File: config.mk
export PLATFORM = sky130hd
export DESIGN_NAME = multi_thresh_counter
export DESIGN_NICKNAME = d
export VERILOG_FILES = /design/src/rtl/thresh_pkg.sv /design/src/rtl/thresh_channel.sv /design/src/rtl/multi_thresh_counter.sv
export SDC_FILE = /design/constraint.sdc
export NUM_CORES = 1
export LEC_CHECK = 0
export CAP_MARGIN = 20
export CELL_PAD_IN_SITES_DETAIL_PLACEMENT = 0
export CELL_PAD_IN_SITES_GLOBAL_PLACEMENT = 1
export CORE_ASPECT_RATIO = 1.2
export CORE_MARGIN = 2
export CORE_UTILIZATION = 51
export DETAILED_ROUTE_END_ITERATION = 10
export PLACE_DENSITY_LB_ADDON = 0.1
export SLEW_MARGIN = 20
export SYNTH_ARGS = -nofsm -noshare
export SYNTH_HDL_FRONTEND = slang
export SYNTH_SLANG_ARGS = --single-unit
File: constraint.sdc
create_clock -name clk -period 3.8 [get_ports clk]
set_input_delay 0.76 -clock clk [delete_from_list [all_inputs] [get_ports clk]]
set_output_delay 0.76 -clock clk [all_outputs]
set_load 0.03 [all_outputs]
File: src/rtl/thresh_pkg.sv
// Shared types and helpers for the multi-channel timeout counter.
package thresh_pkg;

  // Per-channel FSM state; also exported by each channel for observation.
  typedef enum logic [1:0] {
    IDLE    = 2'd0,
    COUNT   = 2'd1,
    EXPIRED = 2'd2
  } thresh_state_t;

  // Width of the threshold-write channel address; never narrower than 1 bit.
  function automatic int THRESH_CH_W(input int channels);
    return (channels > 1) ? $clog2(channels) : 1;
  endfunction

endpackage

File: src/rtl/thresh_channel.sv
// One timeout channel: IDLE/COUNT/EXPIRED FSM, tick counter and threshold compare.
// Strobes (start/ready/clear) are plain level-sampled controls, one decision per
// clock edge; there is no flow-control handshake on this block.
module thresh_channel
  import thresh_pkg::*;
#(
  parameter int WIDTH = 16
) (
  input  logic             clk,
  input  logic             rstN,
  input  logic             tick,
  input  logic             start,
  input  logic             ready,
  input  logic             clear,
  input  logic             rearm,
  input  logic [WIDTH-1:0] thresh,
  output thresh_state_t    state,
  output logic             timeout_pulse
);

  thresh_state_t    state_q, state_d;
  logic [WIDTH-1:0] count_q, count_d;
  logic             pulse_q, pulse_d;

  // Next-state logic. In COUNT, ready beats start, and start beats expiry.
  // The >= compare keeps the counter at or below the threshold, so a lowered
  // threshold simply expires on the next tick and no wrap handling is needed.
  always_comb begin
    state_d = state_q;
    count_d = count_q;
    pulse_d = 1'b0;
    case (state_q)
      IDLE: begin
        if (start) begin
          state_d = COUNT;
          count_d = '0;
        end
      end
      COUNT: begin
        if (ready) begin
          state_d = IDLE;
          count_d = '0;
        end else if (start) begin
          count_d = '0;
        end else if (tick) begin
          if (count_q >= thresh) begin
            pulse_d = 1'b1;
            count_d = '0;
            if (!rearm) state_d = EXPIRED;
          end else begin
            count_d = count_q + WIDTH'(1);
          end
        end
      end
      EXPIRED: begin
        if (start) begin
          state_d = COUNT;
          count_d = '0;
        end else if (clear) begin
          state_d = IDLE;
        end
      end
      default: begin
        state_d = IDLE;
        count_d = '0;
      end
    endcase
  end

  // State, counter and pulse registers; asynchronous active-low reset.
  always_ff @(posedge clk or negedge rstN) begin
    if (!rstN) begin
      state_q <= IDLE;
      count_q <= '0;
      pulse_q <= 1'b0;
    end else begin
      state_q <= state_d;
      count_q <= count_d;
      pulse_q <= pulse_d;
    end
  end

  assign state         = state_q;
  assign timeout_pulse = pulse_q;

endmodule

File: src/rtl/multi_thresh_counter.sv
// Multi-channel programmable timeout counter: shared prescaler, threshold
// register file and one thresh_channel instance per channel.
module multi_thresh_counter
  import thresh_pkg::*;
#(
  parameter int CHANNELS       = 4,
  parameter int WIDTH          = 16,
  parameter int DEFAULT_THRESH = 1000,
  parameter int PRESCALE       = 1
) (
  input  logic                             clk,
  input  logic                             rstN,
  input  logic [CHANNELS-1:0]              start,
  input  logic [CHANNELS-1:0]              ready,
  input  logic [CHANNELS-1:0]              clear,
  input  logic [CHANNELS-1:0]              rearm,
  input  logic                             thresh_wr,
  input  logic [THRESH_CH_W(CHANNELS)-1:0] thresh_ch,
  input  logic [WIDTH-1:0]                 thresh_data,
  output logic [CHANNELS-1:0]              busy,
  output logic [CHANNELS-1:0]              expired,
  output logic [CHANNELS-1:0]              timeout_pulse,
  output logic                             any_expired
);

  logic             tick;
  logic [WIDTH-1:0] thresh_q [CHANNELS];
  logic [WIDTH-1:0] thresh_d [CHANNELS];
  thresh_state_t    ch_state [CHANNELS];

  if (PRESCALE > 1) begin : g_prescale
    localparam int PW = $clog2(PRESCALE);
    logic [PW-1:0] pre_q, pre_d;

    // Free-running prescaler; wraps on the tick cycle.
    always_comb begin
      pre_d = (pre_q == PW'(PRESCALE - 1)) ? '0 : pre_q + PW'(1);
    end

    // Prescaler register.
    always_ff @(posedge clk or negedge rstN) begin
      if (!rstN) pre_q <= '0;
      else       pre_q <= pre_d;
    end

    assign tick = (pre_q == PW'(PRESCALE - 1));
  end else begin : g_no_prescale
    assign tick = 1'b1;
  end

  // Threshold write decode; addresses at or above CHANNELS match no entry.
  always_comb begin
    for (int i = 0; i < CHANNELS; i++) begin
      thresh_d[i] = thresh_q[i];
      if (thresh_wr && (int'(thresh_ch) == i)) thresh_d[i] = thresh_data;
    end
  end

  // Threshold register file, reset to the default threshold.
  always_ff @(posedge clk or negedge rstN) begin
    if (!rstN) begin
      for (int i = 0; i < CHANNELS; i++) thresh_q[i] <= WIDTH'(DEFAULT_THRESH);
    end else begin
      for (int i = 0; i < CHANNELS; i++) thresh_q[i] <= thresh_d[i];
    end
  end

  for (genvar g = 0; g < CHANNELS; g++) begin : g_ch
    thresh_channel #(
      .WIDTH(WIDTH)
    ) u_channel (
      .clk          (clk),
      .rstN         (rstN),
      .tick         (tick),
      .start        (start[g]),
      .ready        (ready[g]),
      .clear        (clear[g]),
      .rearm        (rearm[g]),
      .thresh       (thresh_q[g]),
      .state        (ch_state[g]),
      .timeout_pulse(timeout_pulse[g])
    );

    assign busy[g]    = (ch_state[g] == COUNT);
    assign expired[g] = (ch_state[g] == EXPIRED);
  end

  assign any_expired = |expired;

endmodule
==> flow_summary.toml <==
[critical_path]
worstPathMaxFanout = 6
regToRegSetupSlack_ps = 1190
required_ps = 3040
timing.rr.start = "g_ch[0].u_channel.count_q[13]"
endpoint_kind = "output pin"
worstPathArrival_ps = 2210
r2r-end = "g_ch[0].u_channel.count_q[10]"
path_class = "register to output pin"
reg2reg_depth = 7
critPathLaunchType = "register"

[routing]
drt_iter0_markers = 318
firstDrtPassIters = 4
routed_wl_um = 17900
wl_per_cell_um = 16.6
viasPerCell = 5.63
via_count = 6090
drc_errors = 0
drtAntennaViolNets = 0

[timing]
post-route-period-util_pct = 78.2
period_needed_ps = 2970
finalSetupViolCount = 0
tns_ps = 0
rsz0062_at_grt = "no"
max_freq_ghz = 0.337
holdWs_ps = 391
fin_worst_skew_ps = 12.0
tightest_slew_ps = 836
slew_headroom_pct = 43.8
finalMaxSlewViolations = 0
hold_viol_final = 0

[synth]
ys_seq_area_share_pct = 44.2
synth_ff_type = "dfrtp_1"
ys_warn_count = 0
synth_common_cells = "dfrtp_1, inv_1, nand2_1"
synth_cells = 811
synthesis.nets = 916
yosysMostFrequentCell = "dfrtp_1"
syn_avg_cell_area_um2 = 9.86
synth-seq-cells = 140
synth_top_area_share_pct = 36.3
synthTopCellsByArea = "dfrtp_1, ha_1, dfstp_2"
async_flop_share_pct = 100
synth_cell_types = 63
synth_area_mm2 = 0.00800
synth_edf_count = 0
synth_top_area_cell = "dfrtp_1"

[placed_design]
dp_hpwl_um = 13100
io_buffers = 49
place_congestion = 0.824

[power_and_ir_drop]
ir_worst_vdd_mv = 0.316
cellLeakagePower_nw = 4.50
powerDensity_mw_per_mm2 = 445

[clock_tree]
cts_resized = 0
cts_buffer_depth = 2
clock_sinks = 140
root_buffer = "clkbuf_16"
cts_max_level = 4
cts_tree = "built"
post_cts_buffers = 0
clk_pin_slew_worst_paths_ps = 60
cts_hold_buf = 0
cts_buffers = 17
clk_latency_ps = 430

[layout]
seq_area_mm2 = 0.00353
multi_input_area_mm2 = 0.00404
areaGrowthSynthToFinish_pct = 16.6
n_fill_cell = 1383
final_util_pct = 60.3
nets = 966
antenna_cells = 0
drive_above_1_share_pct = 14.8

[global_routing]
antenna_found_initial = 0
gr-total-overflow = 0
grt_max_degree = 88
grt_pass1_wl_um = 30200
track_usage_pct = 22.9
grt_pass1_vias = 6103

[die]
die_area_mm2 = 0.0167
die_w_um = 118
coreArea_mm2 = 0.0155
rows = 50
die_height_um = 141
ios = 50
initial_core_util_pct = 51.7

[flow_run]
maxCapViolations = 0

[run_status]
status = "finished clean"

[hold_path]
hp-class = "input pin to asynchronous set/reset pin"
critical path, stage by stage, from the launching register on:
cell,delay (ps)
dfrtp_1,440
nor2b_1,220
or4_1,530
clkdlybuf4s50_1,610
layout make-up:
| class | count | share of cell area, % |
|---|---|---|
| Multi-Input combinational cell | 568 | 43.3 |
| Sequential cell | 140 | 37.9 |
| Timing Repair Buffer | 56 | 5.97 |
| Clock buffer | 20 | 4.79 |
| Inverter | 78 | 3.14 |
| Tap cell | 208 | 2.79 |
| Clock inverter | 12 | 2.09 |
registers in the layout (all words and copies together), names as in the netlist:
signal,count
g_ch.u_channel.state,8
thresh_q,64
g_ch.u_channel.timeout_pulse,4
g_ch.u_channel.count_q,64
cell usage in the layout, fill, tap and decap left out, drive strengths merged, types with 20 or more instances in the layout:
master and instances:
a21o 32, a21oi 28, and3 23, clkbuf 20, clkdlybuf4s50 48, dfrtp 116, dfstp 24, ha 68
inv 78, mux2 49, nand2 75, nand3 27, nor2 34, o21ai 69
layer usage:
layer / GRT usage [%] / wire length, um / vias up
li1: - / - / 3000
met1: 29.0 / 8170 / 3000
met2: 39.7 / 9120 / 74
met3: 3.92 / 437 / 16
met4: 7.36 / 200 / 0
met5: 0 / 0 / -
how the worst max path moves through the flow:
stage,from,to,cells past startpoint
after floorplan,thresh_q[57],g_ch[0].u_channel.count_q[14],9
after global placement,start[0],g_ch[0].u_channel.count_q[9],6
after detailed placement,start[0],g_ch[0].u_channel.count_q[9],6
after CTS,g_ch[1].u_channel.state[1],any_expired,3
after global routing,g_ch[1].u_channel.state[1],any_expired,3
final,g_ch[1].u_channel.state[1],any_expired,3
logic make-up after synthesis:
group | count (synthesis) | share of synthesized area (%)
AND/OR/NAND/NOR | 268 | 18.2
AO/OA/AOI/OAI | 180 | 14.4
flip-flops | 140 | 44.2
buffers and inverters | 103 | 5.35
adder cells (fa/ha/maj) | 68 | 10.6
multiplexers | 49 | 6.90
XOR/XNOR | 3 | 0.329
power breakdown:
group	internal [mW]	leakage, nW	total [mW]	switching, mW
registers	1.66	1.78	1.74	0.0747
clock network	1.18	0.302	1.81	0.634
logic	0.272	2.42	0.597	0.324
total	3.11	4.50	4.15	1.03
per-stage QoR:
stage	total power, mW	area (um^2)	worst slack, ps	instances
CTS	4.19	9320	802	1082
finish	4.15	9320	830	1082
global placement	2.33	8680	838	1050
global route	4.36	9320	787	1082
floorplan	2.15	8000	1440	811
detailed placement	2.36	8680	772	1050
Note: power is estimated with default switching activity, not from simulation.
